File: config.mk
export PLATFORM = sky130hd
export DESIGN_NAME = key_event_ctrl
export DESIGN_NICKNAME = d
export VERILOG_FILES = /design/src/rtl/key_event_ctrl.sv
export SDC_FILE = /design/constraint.sdc
export NUM_CORES = 1
export LEC_CHECK = 0
export CAP_MARGIN = 10
export CORE_UTILIZATION = 50
export CTS_CLUSTER_DIAMETER = 40
export DETAILED_ROUTE_END_ITERATION = 8
export MAX_ROUTING_LAYER = met4
export PLACE_DENSITY = 0.68
export RECOVER_POWER = 100
export SLEW_MARGIN = 15
export SYNTH_ARGS = -nofsm -noshare
export SYNTH_HDL_FRONTEND = slang
export SYNTH_SLANG_ARGS = --single-unit
File: constraint.sdc
create_clock -name CLK -period 3.4 [get_ports CLK]
set_input_delay 0.68 -clock CLK [delete_from_list [all_inputs] [get_ports CLK]]
set_output_delay 0.68 -clock CLK [all_outputs]
set_load 0.01 [all_outputs]
File: src/rtl/key_event_ctrl.sv
// -----------------------------------------------------------------------------
// key_event_ctrl
//   Debounce / press sequencer for one active-low key. Consumes the falling and
//   rising edge pulses from detect_module plus the raw pin, and emits clean
//   one-cycle press, long-press and release events and a debounced key level.
//
// Parameters
//   T10MS   debounce window in clocks, minus 1
//   T_LONG  hold time from PRESSED entry to Key_Long, minus 1
//   T_REP   auto-repeat period, minus 1 (present only with KEY_REPEAT_EN)
//
// Ports
//   CLK          in   system clock
//   RSTn         in   asynchronous active-low reset
//   Pin_In       in   raw key pin, low = pressed
//   H2L_Sig      in   falling-edge pulse from detect_module
//   L2H_Sig      in   rising-edge pulse from detect_module
//   Key_Press    out  1-cycle debounced press (and auto-repeat pulses)
//   Key_Long     out  1-cycle long-press event
//   Key_Release  out  1-cycle debounced release
//   Key_State    out  1 while the key is debounced-down
//
// Build option
//   KEY_REPEAT_EN  when defined, HELD emits a Key_Press every T_REP+1 clocks.
//
// States
//   IDLE    | key up, waiting for a falling edge
//   DB_DOWN | debouncing a press, edges ignored
//   PRESSED | key down, timing towards Key_Long
//   HELD    | key down past the long-press time
//   DB_UP   | debouncing a release, edges ignored
// -----------------------------------------------------------------------------
module key_event_ctrl #(
  parameter logic [25:0] T10MS  = 26'd499_999,
  parameter logic [25:0] T_LONG = 26'd49_999_999
`ifdef KEY_REPEAT_EN
  , parameter logic [25:0] T_REP = 26'd9_999_999
`endif
) (
  input  logic CLK,
  input  logic RSTn,
  input  logic Pin_In,
  input  logic H2L_Sig,
  input  logic L2H_Sig,
  output logic Key_Press,
  output logic Key_Long,
  output logic Key_Release,
  output logic Key_State
);

  typedef enum logic [2:0] {
    IDLE    = 3'd0,
    DB_DOWN = 3'd1,
    PRESSED = 3'd2,
    HELD    = 3'd3,
    DB_UP   = 3'd4
  } state_t;

  state_t      state_q;
  logic [25:0] cnt_q;
  logic        pin_s1_q, pin_s2_q;
  logic        h2l_q, l2h_q;
  logic        press_q, long_q, rel_q, down_q;
`ifdef KEY_REPEAT_EN
  logic [25:0] rep_q;
`endif

  // Pin synchroniser and edge-pulse capture share one register stage so the
  // FSM always acts on inputs from a common clock. Both pulses high at once is
  // not a legal detector output and is dropped here.
  always_ff @(posedge CLK or negedge RSTn) begin
    if (!RSTn) begin
      pin_s1_q <= 1'b1;
      pin_s2_q <= 1'b1;
      h2l_q    <= 1'b0;
      l2h_q    <= 1'b0;
    end else begin
      pin_s1_q <= Pin_In;
      pin_s2_q <= pin_s1_q;
      h2l_q    <= H2L_Sig & ~L2H_Sig;
      l2h_q    <= L2H_Sig & ~H2L_Sig;
    end
  end

  always_ff @(posedge CLK or negedge RSTn) begin
    if (!RSTn) begin
      state_q <= IDLE;
      cnt_q   <= '0;
      press_q <= 1'b0;
      long_q  <= 1'b0;
      rel_q   <= 1'b0;
      down_q  <= 1'b0;
`ifdef KEY_REPEAT_EN
      rep_q   <= '0;
`endif
    end else begin
      press_q <= 1'b0;
      long_q  <= 1'b0;
      rel_q   <= 1'b0;
`ifdef KEY_REPEAT_EN
      // Held at zero outside HELD so every HELD entry starts a fresh period.
      rep_q   <= '0;
`endif
      case (state_q)
        IDLE: begin
          if (h2l_q) begin
            state_q <= DB_DOWN;
            cnt_q   <= '0;
          end
        end
        DB_DOWN: begin
          if (cnt_q == T10MS) begin
            cnt_q <= '0;
            if (!pin_s2_q) begin
              state_q <= PRESSED;
              press_q <= 1'b1;
              down_q  <= 1'b1;
            end else begin
              state_q <= IDLE;
            end
          end else begin
            cnt_q <= cnt_q + 26'd1;
          end
        end
        PRESSED: begin
          // A release edge beats the long-press terminal count.
          if (l2h_q) begin
            state_q <= DB_UP;
            cnt_q   <= '0;
          end else if (cnt_q == T_LONG) begin
            state_q <= HELD;
            cnt_q   <= '0;
            long_q  <= 1'b1;
          end else begin
            cnt_q <= cnt_q + 26'd1;
          end
        end
        HELD: begin
          if (l2h_q) begin
            state_q <= DB_UP;
            cnt_q   <= '0;
          end
`ifdef KEY_REPEAT_EN
          else if (rep_q == T_REP) begin
            press_q <= 1'b1;
          end else begin
            rep_q <= rep_q + 26'd1;
          end
`endif
        end
        DB_UP: begin
          if (cnt_q == T10MS) begin
            cnt_q <= '0;
            if (pin_s2_q) begin
              state_q <= IDLE;
              rel_q   <= 1'b1;
              down_q  <= 1'b0;
            end else begin
              // Bounce: key is still down, return without re-arming Key_Long.
              state_q <= HELD;
            end
          end else begin
            cnt_q <= cnt_q + 26'd1;
          end
        end
        default: begin
          state_q <= IDLE;
          cnt_q   <= '0;
          down_q  <= 1'b0;
        end
      endcase
    end
  end

  assign Key_Press   = press_q;
  assign Key_Long    = long_q;
  assign Key_Release = rel_q;
  assign Key_State   = down_q;

endmodule

# ---- After elaboration in Yosys (flattened, before gate mapping)
# Cells that the tools add are included.
dict set report op_classes {
  add_sub_neg 1
  mul 0
  div_mod_pow 0
  order_cmp 0
  n_eq_ne 13
  n_shift 0
  muxes 29
  n_bitwise 5
  n_reduce_logical 6
}
# operator count
set op_table {}
lappend op_table {{$mux 26} 5}
lappend op_table {{$pmux 26 s4} 1}
lappend op_table {{$add 26x1->26 const B} 1}
lappend op_table {{$eq 26x19->1 const B} 1}
lappend op_table {{$eq 26x26->1 const B} 1}
lappend op_table {{$mux 3} 6}
lappend op_table {{$pmux 3 s5} 1}
lappend op_table {{$mux 1} 13}
lappend op_table {{$ne 2x2->1 const B} 6}
lappend op_table {{$reduce_and 5->1} 2}
lappend op_table {{$eq 3x2->1 const B} 2}
lappend op_table {{$mux 2} 2}
lappend op_table {{$eq 3x1->1 const B} 1}
lappend op_table {{$eq 3x3->1 const B} 1}
lappend op_table {{$logic_not 3->1} 1}
lappend op_table {{$ne 3x3->1 const B} 1}
lappend op_table {{$not 1->1} 3}
lappend op_table {{$pmux 1 s3} 1}
lappend op_table {{$reduce_or 3->1} 1}
lappend op_table {{$and 1x1->1} 2}
lappend op_table {{$reduce_and 2->1} 1}
lappend op_table {{$reduce_or 2->1} 1}
dict set report totals {
  reg_bits 37
  latchBits 0
  ram_bits 0
  rom_bits 0
  inputBits 5
  elab_cells 64
  mem_count 0
}

# ---- Longest topological paths before layout
dict set report logic_depth {
  depth_word 4
  ltp_mapped 8
  depth_no_buf 6
}

# ---- Least setup slack after synthesis
# Ideal clock, no wire load.
dict set report synth_timing {
  path_type {register to register}
  start {register cnt_q[6]}
  end {register cnt_q[23]}
  setup_ps 126
  arrival_ps 2066
  required_time_ps 3274
  slack_ps 1208
  stages_incl_launch_ff 7
  path_buffers 1
  synth_period_minus_slack_ps 2192
  path_cell_list {dfrtp_1 > or4b_1 > or4_4 > o21a_4 > nor3_4 > buf_6 > a21oi_1}
}
dict set report synth_via {
  elab_chain_cells 4
  elab_cells_between_ends 7
  cone_classes {add/sub (1); eq/ne (2); mux (4)}
}
# item line
set synth_rtl {}
lappend synth_rtl {{start: declaration} 60} ;# logic [25:0] cnt_q;
lappend synth_rtl {{start signal: assignment} 122} ;# cnt_q <= cnt_q + 26'd1;
lappend synth_rtl {{start signal: assignment} 135} ;# cnt_q <= cnt_q + 26'd1;
lappend synth_rtl {{start signal: assignment} 163} ;# cnt_q <= cnt_q + 26'd1;
lappend synth_rtl {{$add 26x1->26 / $eq 26x26->1 (equally long branches)} n/a}
lappend synth_rtl {{$mux 26} 130} ;# end else if (cnt_q == T_LONG) begin
lappend synth_rtl {{$mux 26} 127} ;# if (l2h_q) begin
lappend synth_rtl {{$pmux 26 s4 *} 104} ;# case (state_q)
# Mark *: on every way between the ends. The rest lies on a longest branch, timed or not.
# A chain may end at the register's enable or synchronous reset.

# ---- Final worst setup path
dict set report layout_timing {
  start {register cnt_q[5]}
  end {register cnt_q[4]}
}
dict set report layout_via {
  elab_chain_cells 4
  elab_cells_between_ends 6
  cone_classes {eq/ne (2); mux (4)}
}
# item line
set layout_rtl {}
lappend layout_rtl {{$eq 26x26->1} 130}
lappend layout_rtl {{$mux 26} 130}
lappend layout_rtl {{$mux 26} 127}
lappend layout_rtl {{$pmux 26 s4 *} 104}
# Marked as above.

==> flow_summary.ini <==
[route]
vias = 1504
avgViaCountPerCell = 5.74
drtAntennaViolNets = 0
drt-met1-wl_um = 1850
drtPass1Iterations = 4
met3_length_um = 129
routed_wl_um = 3750
remaining_drc_errors = 0
wl_per_cell_um = 14.3
highest_layer = met4
drt_iter0_markers = 76
met2_length_um = 1730

[timing]
fin_crit_sh_pct = 84.7
fin_crit_ns = 2.88
finalSetupViolations = 0
setup_tns_ns = 0
relSlewSlack_pct = -28.2
finalHoldViolations = 0
rsz0062_at_grt = no
skew_ns = 0.00766
max_freq_mhz = 347
tightest_slew_ns = 1.92
drv_slew = 38
fin_hold_ws_ns = 0.357

[critical_path]
cp_data_required_time_ns = 3.58
critPathMaxFanout = 12
r2r_start = cnt_q[5]$_DFFE_PN0P_
reg2reg_to = cnt_q[4]$_DFFE_PN0P_
critical_path_class = reg -> reg
end_kind = flop
worstPathArrival_ns = 3.06
crit_path_start = cnt_q[5]$_DFFE_PN0P_
reg2reg_slack_ns = 0.52
reg2reg_depth = 6
start_kind = flop
critical_path.endpoint = cnt_q[4]$_DFFE_PN0P_

[final_layout]
antennaDiodeCount = 0
fin_cells = 262
area_growth_pct = 11.3
fin_area_sq_mm = 0.00215
nNetsFinal = 219
drive_above_1_share_pct = 8.88

[die]
dieArea_sq_mm = 0.00412
io_pins = 9
initial_utilization_pct = 52.4
die-width_um = 64.2
die_h_um = 64.2
rows = 22
core_region_area_sq_mm = 0.00369

[clocking]
clkLatencyLatePin_ns = 0.29
clk_path_buf_depth = 2
path_clk_slew_ns = 0.08
cts_setup_buffers = 0
cts_resized = 0
holdBufCountCts = 0
root_buffer = clkbuf_8
cts_inserted_buffers = 5
h-tree-depth = 2
cts.sinks = 37
cts_tree = done

[logic_synthesis]
synth.area.top_cells = dfrtp_1 (45%), xor2_1 (6.8%), nor2_1 (6.0%), nand2_1 (3.9%), nand3_1 (3.1%)
synth.distinct_cells = 42
seq_area_frac_synth_pct = 48.0
synth.most_common_cell = dfrtp_1
synthCells = 199
ys.flop_type = dfrtp_1
synth_top_cell_area_share_pct = 45.3
yosys_warnings = 0
async_flop_share_pct = 100
synth_area_sq_mm = 0.00193
syn_avg_cell_area_sq_um = 9.71
syn-num-nets = 205
synth-seq-cells = 37
yosys.area.top_type = dfrtp_1
synth_edf_count = 0
synth_commonest_cells = dfrtp_1 (35), nor2_1 (31), nand2_1 (20)

[global_route]
grt_start_max_net_pins = 38
grt_use_total_pct = 21.7
gr-total-overflow = 0
antenna_found_initial = 0
grt_pass1_vias = 1433
grt_pass1_wl_um = 6640

[placed_design]
place_hpwl_um = 2740
numPlacedInstances = 254
postPlaceCellArea_sq_mm = 0.00205
io_buffers = 8
gp_congestion = 0.847

[pwr]
vdd_ir_drop_max_mv = 0.312
p_leak_nw = 0.928
power_density_mw_per_mm2 = 499

[status]
status = finished with violations
violations = max-capacitance violations, max-slew violations

[min_path]
hold_class = reg -> reg

[job]
maxCapViolations = 1
## state kept, by name (all words and copies together) (netlist names)
name         count
Key_State        1
pin_s1_q         1
Key_Release      1
pin_s2_q         1
Key_Long         1
l2h_q            1
cnt_q           26
Key_Press        1
state_q          3
h2l_q            1
## logic make-up after synthesis
kind of cell	after synthesis	synth area share, %
simple gates	117	33.6
flops	37	48.0
xor+xnor	20	9.06
compound gates	18	5.83
buf+inv	5	2.33
mux	1	0.518
fa+ha+maj	1	0.647
## worst max-delay path: stages, from the launching register on
cell     delay (ns)
dfrtp_1        0.43
or4b_1         0.52
or4_1          0.60
o21a_1         0.26
nor3_2         0.59
buf_4          0.30
nor3_1         0.07
## cell type report
| class | count | area [sq um] |
|---|---|---|
| Multi-Input combinational cell | 157 | 928 |
| Sequential cell | 37 | 928 |
| Timing Repair Buffer | 11 | 96.3 |
| Fill cell | 351 | 1540 |
| Clock inverter | 3 | 65.1 |
| Tap cell | 48 | 60.1 |
| Inverter | 1 | 3.75 |
| Clock buffer | 5 | 68.8 |
## power breakdown
part	internal (mW)	switching, mW	total, mW
sequential	0.473	0.0366	0.509
clock	0.291	0.151	0.442
combinational	0.0476	0.0733	0.121
## per-layer routing
layer  vias to the layer above  GRT usage [%]
met1                       727           29.4
met2                        30           31.4
li1                        740              -
met4                         0           7.78
met3                         7           5.54
met5                         -              -
## placed cells by master (no fill, tap or decap), types with 2 or more instances in the layout
| master | instances |
|---|---|
| a21oi_1 | 8 |
| and2_1 | 2 |
| and3_1 | 3 |
| and4_1 | 2 |
| buf_4 | 3 |
| bufinv_16 | 2 |
| clkbuf_8 | 5 |
| dfrtp_1 | 35 |
| dfstp_2 | 2 |
| dlygate4sd3_1 | 6 |
| nand2_1 | 20 |
| nand3_1 | 12 |
| nand4_1 | 8 |
| nor2_1 | 31 |
| nor2b_1 | 3 |
| nor3_1 | 7 |
| nor3b_1 | 2 |
| nor4_1 | 7 |
| o21ai_0 | 4 |
| o22ai_1 | 2 |
| or2_2 | 2 |
| or3_1 | 3 |
| or4_1 | 4 |
| or4b_1 | 2 |
| xnor2_1 | 5 |
| xor2_1 | 15 |
## worst min-delay path by stage
stage	from	endpoint	slack [ns]	cells after the start
after floorplan	pin_s1_q$_DFF_PN1_	pin_s2_q$_DFF_PN1_	0.35	0
after global placement	pin_s1_q$_DFF_PN1_	pin_s2_q$_DFF_PN1_	0.35	0
after detailed placement	pin_s1_q$_DFF_PN1_	pin_s2_q$_DFF_PN1_	0.35	0
after CTS	pin_s1_q$_DFF_PN1_	pin_s2_q$_DFF_PN1_	0.36	0
after global routing	pin_s1_q$_DFF_PN1_	pin_s2_q$_DFF_PN1_	0.36	0
final	pin_s1_q$_DFF_PN1_	pin_s2_q$_DFF_PN1_	0.36	0
## through the flow
stage,power [mW],utilization (%),setup WS (ns)
after CTS,1.09,59.2,0.800
after global placement,0.644,55.6,0.822
after detailed placement,0.647,55.6,0.805
after floorplan,0.611,-,1.21
final,1.07,58.3,0.519
after global routing,1.13,58.3,0.347
(Power assumes the default switching activity.)
==> RTL change (same settings) <==
Re-encode `state_t` (5 states) as Gray code, 3 bits wide.
--- a/src/rtl/key_event_ctrl.sv
+++ b/src/rtl/key_event_ctrl.sv
@@ -49,11 +49,11 @@
 );
 
   typedef enum logic [2:0] {
-    IDLE    = 3'd0,
-    DB_DOWN = 3'd1,
-    PRESSED = 3'd2,
-    HELD    = 3'd3,
-    DB_UP   = 3'd4
+    IDLE    = 3'b000,
+    DB_DOWN = 3'b001,
+    PRESSED = 3'b011,
+    HELD    = 3'b010,
+    DB_UP   = 3'b110
   } state_t;
 
   state_t      state_q;
Behaviour: no difference found for any inputs over 10 cycles, from zero or initial values and one cycle with RSTn low; not proved beyond that.
==> RTL change against the original RTL <==
  * The flow still finishes with violations (max-capacitance violations, max-slew violations)
  * Final cell count up 0.38%
  * Cell area down 0.29%
  * Sequential cell count unchanged
  * Wire length down 2.9%
  * Critical path depth unchanged
  * Synthesized area up 1.9%
  * Worst setup slack worse by 0.046 ns
  * Critical path type unchanged
  * Largest cell class is now multi-input combinational cells
  * Highest routed layer unchanged
Power is not compared: it rests on default switching activity, and its combinational part moved more than twofold at a synthesized area within 25%.
==> RTL change: results (changes against the original RTL) <==
\begin{tabular}{lr}
\hline
Metric & Value \\
\hline
\multicolumn{2}{l}{\textbf{Global routing}} \\
All-layer global routing usage & 0.218 (+0.000968) \\
Number of antenna violations at the first check in global routing & 0 (unchanged) \\
Wire length of the first global-routing pass & 6.69 mm (+0.84\%) \\
Vias in the first global route & 1480 (+3.3\%) \\
\multicolumn{2}{l}{\textbf{Timing}} \\
Clock tree skew after final layout & 0.00721 ns (-0.000452 ns) \\
Number of max-slew violations in the final report & 38 (unchanged) \\
\multicolumn{2}{l}{\textbf{Final layout}} \\
Fraction of layout cells with a size suffix above 1 & 0.107 (+0.0182) \\
Nets & 220 (+0.46\%) \\
\multicolumn{2}{l}{\textbf{Synth}} \\
Count of cell types in the netlist & 47 (+12\%) \\
Ys flop type & sky130\_fd\_sc\_hd\_\_dfrtp\_1 \\
Most frequent cells after synthesis & 35 x sky130\_fd\_sc\_hd\_\_dfrtp\_1, 24 x sky130\_fd\_sc\_hd\_\_nor2\_1, 18 x sky130\_fd\_sc\_hd\_\_nand2\_1 \\
Sequential element share of the synthesized area & 0.471 (-0.00915) \\
Syn Nets & 209 (+2.0\%) \\
\multicolumn{2}{l}{\textbf{Setup path}} \\
Launching element of the worst setup path & cnt\_q[9]\$\_DFFE\_PN0P\_ \\
Delay of the slowest cell on the worst path & 0.56 ns (-0.04 ns) \\
Reg-to-reg setup timing slack & 0.47 ns (-0.05 ns) \\
Crit path max-delay cell type & sky130\_fd\_sc\_hd\_\_nor4\_1 \\
Worst Path Max Fanout & 18 (+6) \\
Depth of the most critical reg-to-reg path & 6 (unchanged) \\
Worst r2r dst & cnt\_q[11]\$\_DFFE\_PN0P\_ \\
\multicolumn{2}{l}{\textbf{Floorplan}} \\
Initial Util & 0.530 (+0.00622) \\
\multicolumn{2}{l}{\textbf{Outcome}} \\
Violated checks & max-capacitance violations, max-slew violations \\
Status & finished, violations left \\
\multicolumn{2}{l}{\textbf{Clock tree}} \\
CTS H-Tree Depth & 2 (unchanged) \\
Total of cells resized after clock tree synthesis & 0 (unchanged) \\
\multicolumn{2}{l}{\textbf{Routing}} \\
Average detailed-routed wire length per instance & 13.9 µm (-3.3\%) \\
\multicolumn{2}{l}{\textbf{Hold path}} \\
Worst min-delay path category & flop to flop \\
\multicolumn{2}{l}{\textbf{Flow run}} \\
Number of maximum-capacitance constraint violations & 1 (unchanged) \\
\multicolumn{2}{l}{\textbf{Placed design}} \\
Hpwl dp & 2.59 mm (-5.5\%) \\
Final estimated routing congestion in global placement & 0.831 (-1.9\%) \\
\hline
\end{tabular}
## RTL change: changes by cell type after synthesis, moves of 4 or more
| cell | delta |
|---|---|
| sky130_fd_sc_hd__nor2_1 | -7 |
| sky130_fd_sc_hd__clkbuf_1 | +4 |
| sky130_fd_sc_hd__nor4_1 | -6 |
| sky130_fd_sc_hd__xor2_1 | -11 |
| sky130_fd_sc_hd__inv_1 | +5 |
| sky130_fd_sc_hd__nor2_2 | +9 |
| sky130_fd_sc_hd__xnor2_1 | +9 |
## RTL change: how the worst min path moves through the flow
stage | start | endpoint | slack (ns)
floorplan | pin_s1_q$_DFF_PN1_ | pin_s2_q$_DFF_PN1_ | 0.35
global placement | pin_s1_q$_DFF_PN1_ | pin_s2_q$_DFF_PN1_ | 0.35
detailed placement | pin_s1_q$_DFF_PN1_ | pin_s2_q$_DFF_PN1_ | 0.35
CTS | pin_s1_q$_DFF_PN1_ | pin_s2_q$_DFF_PN1_ | 0.36
global route | pin_s1_q$_DFF_PN1_ | pin_s2_q$_DFF_PN1_ | 0.37
finish | pin_s1_q$_DFF_PN1_ | pin_s2_q$_DFF_PN1_ | 0.36
## RTL change: cells by family (layout without fill, tap and decap cells)
logic type,count (synthesis),in the layout,share of synthesized area
AND/OR/NAND/NOR,104,104,0.293
multiplexers,4,4,0.0210
XOR/XNOR,18,18,0.0800
buffers and inverters,12,24,0.0330
flip-flops,37,37,0.471
adder cells (fa/ha/maj),1,1,0.00635
AO/OA/AOI/OAI,27,27,0.0959
## RTL change: stage by stage
stage / hold slack, ns / cells / cell area (µm²) / setup slack (ns)
global placement: 0.350 / 255 / 2080 / 0.814
global route: 0.366 / 263 / 2140 / 0.312
CTS: 0.362 / 263 / 2170 / 0.696
detailed placement: 0.349 / 255 / 2080 / 0.711
floorplan: 0.345 / 203 / 1970 / 1.08
finish: 0.359 / 263 / 2140 / 0.473
## RTL change: cell type report
class | instances | area (µm²)
sequential | 37 | 928
multi-input combinational | 154 | 952
fill | 339 | 1570
clock buffer | 8 | 90.1
tap | 48 | 60.1
inverter | 6 | 22.5
timing repair buffer | 10 | 91.3
## RTL change: routing by layer
metal / track usage / wire length (µm)
met3: 0.0528 / 146
met1: 0.272 / 1750
met2: 0.333 / 1680
met4: 0.100 / 70
met5: - / 0
## RTL change: worst reg2reg max path: cells and delay by family, from the launching register on
| family | cells | cell delay [ns] |
|---|---|---|
| compound gates | 1 | 0.27 |
| flops | 1 | 0.44 |
| simple gates | 5 | 2.08 |
## RTL change: power breakdown
group          internal [mW]  switching (mW)  leakage [nW]  total, mW
clock network          0.165           0.147        0.0455      0.313
registers              0.476          0.0435         0.500      0.519
logic                  0.104           0.155         0.334      0.259
total                  0.745           0.346         0.879       1.09
